===== src/rtl/tdm_mux_scanner.sv =====
// Registered N-channel, W-bit multiplexer with manual select and round-robin auto-scan.
// All outputs are registered; ch_out always names the channel whose data is on dout.
module tdm_mux_scanner #(
  parameter int unsigned N      = 4,
  parameter int unsigned W      = 4,
  parameter int unsigned DWELL  = 4,
  localparam int unsigned SW    = $clog2(N)
) (
  input  logic           clk,
  input  logic           rst,
  input  logic           en,
  input  logic           mode,
  input  logic [SW-1:0]  sel_in,
  input  logic [N*W-1:0] din,
  output logic [W-1:0]   dout,
  output logic [SW-1:0]  ch_out,
  output logic           valid,
  output logic           wrap,
  output logic           sel_err
);

  localparam int unsigned CW = (DWELL > 1) ? $clog2(DWELL) : 1;

  logic [SW-1:0] ch_q, ch_d, ch_sel;
  logic [CW-1:0] cnt_q, cnt_d;
  logic          pend_q, pend_d;
  logic [W-1:0]  dout_q, dout_d, mux_data;
  logic [SW-1:0] chout_q, chout_d;
  logic          valid_q, valid_d;
  logic          wrap_q, wrap_d;
  logic          err_q, err_d;

  always_comb begin
    mux_data = '0;
    for (int i = 0; i < int'(N); i++) begin
      if (ch_sel == SW'(i)) mux_data = din[i*W +: W];
    end
  end

  always_comb begin
    ch_d    = ch_q;
    cnt_d   = cnt_q;
    pend_d  = pend_q;
    dout_d  = dout_q;
    chout_d = chout_q;
    valid_d = 1'b0;
    wrap_d  = 1'b0;
    err_d   = 1'b0;
    ch_sel  = ch_q;
    if (en) begin
      valid_d = 1'b1;
      if (!mode) begin
        cnt_d  = '0;
        pend_d = 1'b0;
        if (int'(sel_in) < int'(N)) ch_sel = sel_in;
        else                        err_d  = 1'b1;
        ch_d = ch_sel;
      end else begin
        // pend_q marks that ch_q just rolled over, so this cycle is the first showing channel 0
        wrap_d = pend_q;
        pend_d = 1'b0;
        if (cnt_q == CW'(DWELL - 1)) begin
          cnt_d = '0;
          if (ch_q == SW'(N - 1)) begin
            ch_d   = '0;
            pend_d = 1'b1;
          end else begin
            ch_d = ch_q + 1'b1;
          end
        end else begin
          cnt_d = cnt_q + 1'b1;
        end
      end
      chout_d = ch_sel;
      dout_d  = mux_data;
    end
  end

  always_ff @(posedge clk) begin
    if (rst) begin
      ch_q    <= '0;
      cnt_q   <= '0;
      pend_q  <= 1'b0;
      dout_q  <= '0;
      chout_q <= '0;
      valid_q <= 1'b0;
      wrap_q  <= 1'b0;
      err_q   <= 1'b0;
    end else begin
      ch_q    <= ch_d;
      cnt_q   <= cnt_d;
      pend_q  <= pend_d;
      dout_q  <= dout_d;
      chout_q <= chout_d;
      valid_q <= valid_d;
      wrap_q  <= wrap_d;
      err_q   <= err_d;
    end
  end

  assign dout    = dout_q;
  assign ch_out  = chout_q;
  assign valid   = valid_q;
  assign wrap    = wrap_q;
  assign sel_err = err_q;

endmodule


===== config.mk =====
export PLATFORM = sky130hd
export DESIGN_NAME = tdm_mux_scanner
export DESIGN_NICKNAME = d
export VERILOG_FILES = /design/src/rtl/tdm_mux_scanner.sv
export SDC_FILE = /design/constraint.sdc
export NUM_CORES = 1
export LEC_CHECK = 0
export ABC_AREA = 1
export CAP_MARGIN = 20
export CELL_PAD_IN_SITES_DETAIL_PLACEMENT = 2
export CELL_PAD_IN_SITES_GLOBAL_PLACEMENT = 2
export CORE_UTILIZATION = 22
export DETAILED_ROUTE_END_ITERATION = 10
export MAX_ROUTING_LAYER = met4
export PLACE_DENSITY = 0.79
export SYNTH_ARGS = -nofsm -noshare
export SYNTH_HDL_FRONTEND = slang
export SYNTH_SLANG_ARGS = --single-unit

===== constraint.sdc =====
create_clock -name clk -period 1.3 [get_ports clk]
set_clock_uncertainty 0.05 [all_clocks]
set_input_delay 0.195 -clock clk [delete_from_list [all_inputs] [get_ports clk]]
set_output_delay 0.195 -clock clk [all_outputs]
set_load 0.01 [all_outputs]

# After elaboration in Yosys (flattened, before gate mapping)
# Cells that the tools add are included.
dict set report op_classes {
  add_sub_neg 2
  multipliers 0
  div 0
  magnitude_cmp 0
  eq_ne 6
  shift 0
  n_mux 15
  n_bitwise 2
  n_reduce_logical 3
}
# op count
set op_table {}
lappend op_table {{4-bit two-way mux} 4}
lappend op_table {{2-bit two-way mux} 7}
lappend op_table {{2-bit == test (second input constant)} 4}
lappend op_table {{2-bit by 1-bit adder with 2-bit output (second input constant)} 2}
lappend op_table {{1-bit two-way mux} 4}
lappend op_table {{3-bit OR reduction} 1}
lappend op_table {{2-bit by 1-bit == test with 1-bit output (second input constant)} 1}
lappend op_table {{2-bit logical NOT} 1}
lappend op_table {{2-bit by 1-bit != test with 1-bit output (second input constant)} 1}
lappend op_table {{1-bit NOT} 2}
lappend op_table {{2-bit AND reduction} 1}
dict set report totals {
  reg_bits 13
  latchBits 0
  mem_bits_rw 0
  romBits 0
  output_inout_bits 9
  wordCells 35
  n_memories 0
}

# Depth between registers and ports, before layout
dict set report logic_depth {
  word_depth 7
  ltp_mapped 8
  mapped_depth_nobuf 8
}

# Worst setup path after synthesis
# No wires, ideal clock.
dict set report synth_timing {
  kind {reg-to-reg}
  startpoint {register ch_q[0]}
  endpoint {register dout_q[0], in the netlist dout[0]}
  t_arrival_ns 0.983
  t_required_ns 1.118
  setup_slack_ns 0.135
  path_stages_with_launch 8
  period_less_slack_ns 1.165
  path_cell_list {dfxtp_1 > nand3_2 > nand3_4 > nand2_4 > o21ai_1 > inv_1 > nand2_1 > a21oi_2}
}
dict set report synth_via {
  elab_chain_cells 7
  word_cells_on_any_way 10
}
# element line
set synth_rtl {}
lappend synth_rtl {{start: declaration} 24} ;# logic [SW-1:0] ch_q, ch_d, ch_sel;
lappend synth_rtl {{start signal: assignment} 90} ;# ch_q <= ch_d;
lappend synth_rtl {{2-bit two-way mux} 52} ;# if (!mode) begin
lappend synth_rtl {{2-bit two-way mux *} 50} ;# if (en) begin
lappend synth_rtl {{2-bit logical NOT} 36} ;# if (ch_sel == SW'(i)) mux_data = din[i*W +: W];
lappend synth_rtl {{4-bit two-way mux (3 in series)} 36}
lappend synth_rtl {{4-bit two-way mux *} 36}
lappend synth_rtl {{end signal: assignment} 93} ;# dout_q <= dout_d;
lappend synth_rtl {{end: declaration} 27} ;# logic [W-1:0] dout_q, dout_d, mux_data;
# Every way passes the cells marked *; elsewhere a longest branch is shown, timed or not.
# A chain may end at the register's enable or synchronous reset.

# Worst setup path after layout
dict set report layout_timing {
  startpoint {register ch_q[1]}
  endpoint {register dout_q[1], in the netlist dout[1]}
}
# Same word-level chain as after synthesis.

==> impl_results.md <==
* Non-filler instance count after layout at 185
* CTS max path bufs at 2
* Initial antenna violation count at 0
* Critical R2R Launch: ch_q[1]$_SDFFE_PP0P_
* Final Max Slew Viols at 0
* Hold WC Path Type: in -> reg
* CTS Sinks at 13
* Fin nets at approximately 170
* Syn_nets at 124
* Commonest non-fill, non-tap cell in the layout: nand2_1
* Final Cycle Share at 0.946
* Die W at 60.3 microns
* Commonest non-fill, non-tap cells in the layout: nand2_1, clkdlybuf4s50_1, dfxtp_1
* Cell area after synthesis at roughly 750 sq um
* Crit path max-delay family: simple AND/OR/NAND/NOR gates
* Part of the Yosys area used for sequential elements at 0.348
* Total wire length at 2.59 mm
* Placed instance count at 180
* Die area at 3640 sq um
* Largest fanout on the critical path at 8
* CTS tree: built
* Crit path capture type: flip-flop
* Layout cells sized above 1 at 0.277
* Htree depth at 1
* DPL Wire Length at between 2 and 2.5 mm
* Die height at ~60 microns
* Setup slack, reg-to-reg at ~71 ps
* CTS clk-pin slew, worst paths at approximately 90 ps
* Drt drc at 0
* Rows at 20
* CTS buffer count at 3
* Worst-path cell chain: nand3_2, nand3_4, inv_1, nand3_1, nand3_2, nand2_1, a21oi_2
* Leakage at just under 0.0006 uW
* Number of fill cells at around 400
* Min Tclk post-route at around 1200 ps
* Initial DRC Count at 14
* CP Depth at 7
* #FFs+latches synth at 13
* Routed vias at around 840
* First-pass GRT wire length at approximately 4.2 mm
* Met2 Track Usage GR at 0.316
* Max Cap Violations at 0
* Setup TNS at 0 ps
* GRT overflow at 0
* Vias/cell at around 4.6
* Fin. Hold Viols at 0
* Top-Level Pins at 31
* CP peak stage delay at 390 ps
* Avg Inst Size Synth at 7.48 sq um
* Initial DRT Pass Iterations at 2
* Warnings from Yosys at 0
* Ant diodes at 0
* Worst reg2reg path endpoint: dout[1]$_SDFFE_PP0P_
* GRT Total Usage at 0.165
* Gpl congestion at roughly 0.8
* Routing usage on met1 at 0.168
* Final ANT Viol Nets at 0
* Worst-case vdd ir drop at about 0.00025 V
* Slowest CP cell: dfxtp_2
* Core area at between 3000 and 4000 sq um
* Final setup vio count at 0
* Library cells used by synthesis at 25
* Status: completed
* CP dominant cell by count: nand3_2
* WP data required at ~1400 ps
* Root Driver: clkbuf_4
* Arr. time, crit path at around 1400 ps
* Area growth from synthesis to layout at 61.2%
* Per-cell routed wire length at ~14 microns
* GR Util met3 at 0.0260
* IO buf count at 29
* Critical Path End: dout[1]$_SDFFE_PP0P_
* Clock latency on the worst-skew pair at 270 ps
* Largest net degree at the start of global routing at 11
* FMAX at 814 MHz
* Crit path from: ch_q[1]$_SDFFE_PP0P_
* Total setup buffers inserted after CTS at 0
* Top Usage Layer GRT: met2
* Crit path launch type: flip-flop
* Syn Inst Count at 100
* Crit path kind: reg -> reg
* Buffers & Inverters on Critical Path at 1
* Vias in the first global route at between 900 and 1000
* FF-to-FF path depth at 7
* Starting Density at 0.239
* Post-CTS Hold Fix Bufs at 0
* PwrDens at between 800 and 900 nW/um^2
[through the flow]
step | hold slack [ps] | setup slack [ps] | total power (uW) | util | instance area, sq um
6_report | 207 | 70.8 | 987 | 0.386 | 1210
5_1_grt | 213 | -13.8 | 1060 | 0.386 | 1210
4_1_cts | 373 | -17.4 | 980 | 0.372 | 1160
3_5_place_dp | 411 | -525 | 744 | 0.366 | 1150
2_1_floorplan | 296 | 135 | 587 | - | 748
3_3_place_gp | 390 | -418 | 730 | 0.366 | 1150
[worst min path at each step]
| stage | from | endpoint | slack [ps] | cells after the start |
|---|---|---|---|---|
| final | sel_in[1] | ch_q[1]$_SDFFE_PP0P_ | 210 | 3 |
| after global routing | sel_in[1] | ch_q[1]$_SDFFE_PP0P_ | 210 | 3 |
| after CTS | mode | ch_q[1]$_SDFFE_PP0P_ | 370 | 3 |
| after detailed placement | pend_q$_SDFFE_PP0P_ | wrap$_SDFF_PP0_ | 410 | 2 |
| after global placement | pend_q$_SDFFE_PP0P_ | wrap$_SDFF_PP0_ | 390 | 2 |
| after floorplan | sel_in[0] | ch_q[0]$_SDFFE_PP0P_ | 300 | 2 |
[what timing repair did]
item,CTS,global route
pin swaps,0,5
gates resized for setup,13,13
endpoints found under the setup margin,15,4
gates cloned,0,1
[cell type report]
type	instances	area (sq um)	share of cell area
Tap cell	44	55.1	0.0456
Clock buffer	4	26.3	0.0218
Sequential cell	13	265	0.220
Multi-Input combinational cell	72	460	0.382
Timing Repair Buffer	39	350	0.290
Inverter	13	48.8	0.0405
[Yosys cell counts]
| cell type | number | area, sq um |
|---|---|---|
| o21ai_1 | 9 | 45.0 |
| nand4_1 | 1 | 6.26 |
| clkbuf_1 | 1 | 3.75 |
| nand3_1 | 11 | 55.1 |
| nand3_4 | 2 | 35.0 |
| xnor2_1 | 1 | 8.76 |
| inv_1 | 8 | 30.0 |
| nor2_4 | 1 | 11.3 |
| nand2_2 | 2 | 12.5 |
| a21oi_1 | 1 | 5.00 |
| ha_1 | 2 | 25.0 |
| nand2_4 | 1 | 11.3 |
| buf_6 | 1 | 11.3 |
| buf_4 | 1 | 7.51 |
| nand2_1 | 23 | 86.3 |
| dfxtp_1 | 13 | 260 |
| nor2_1 | 2 | 7.51 |
| or2_1 | 1 | 6.26 |
| a31oi_1 | 2 | 12.5 |
| a21oi_2 | 4 | 35.0 |
| conb_1 | 1 | 3.75 |
| o21ai_0 | 3 | 15.0 |
| nor3_1 | 1 | 5.00 |
| nand3_2 | 3 | 30.0 |
| inv_2 | 5 | 18.8 |
[cell families (layout without fill, tap and decap cells)]
group / count (synthesis) / in the layout / share of synthesized area
and+or+nand+nor: 48 / 49 / 0.356
AOI/OAI and AO/OA: 19 / 19 / 0.150
buffers and inverters: 16 / 56 / 0.0953
DFF: 13 / 13 / 0.348
adders and majority gates: 2 / 2 / 0.0334
other: 1 / 1 / 0.00501
xor gates and xnor gates: 1 / 1 / 0.0117
[report_power, final]
part | switching (uW) | internal [uW]
registers | 19.9 | 422
logic | 151 | 143
clock network | 134 | 119
[registers in the layout (all words and copies together) (netlist names)]
| signal | cells |
|---|---|
| ch_out | 2 |
| dout | 4 |
| pend_q | 1 |
| wrap | 1 |
| valid | 1 |
| cnt_q | 2 |
| ch_q | 2 |
[metal layers]
metal	up-vias	wire length, microns
met2	26	1400
met3	4	102
met5	-	0
met1	402	1060
li1	410	-
met4	0	36
[tightest hold or removal path, cell delays in order]
cell            delay (ps)
dlymetal6s2s_1         150
nand2_1                 80
a31oi_1                 70
No activity file was read; power rests on OpenSTA's default activity.
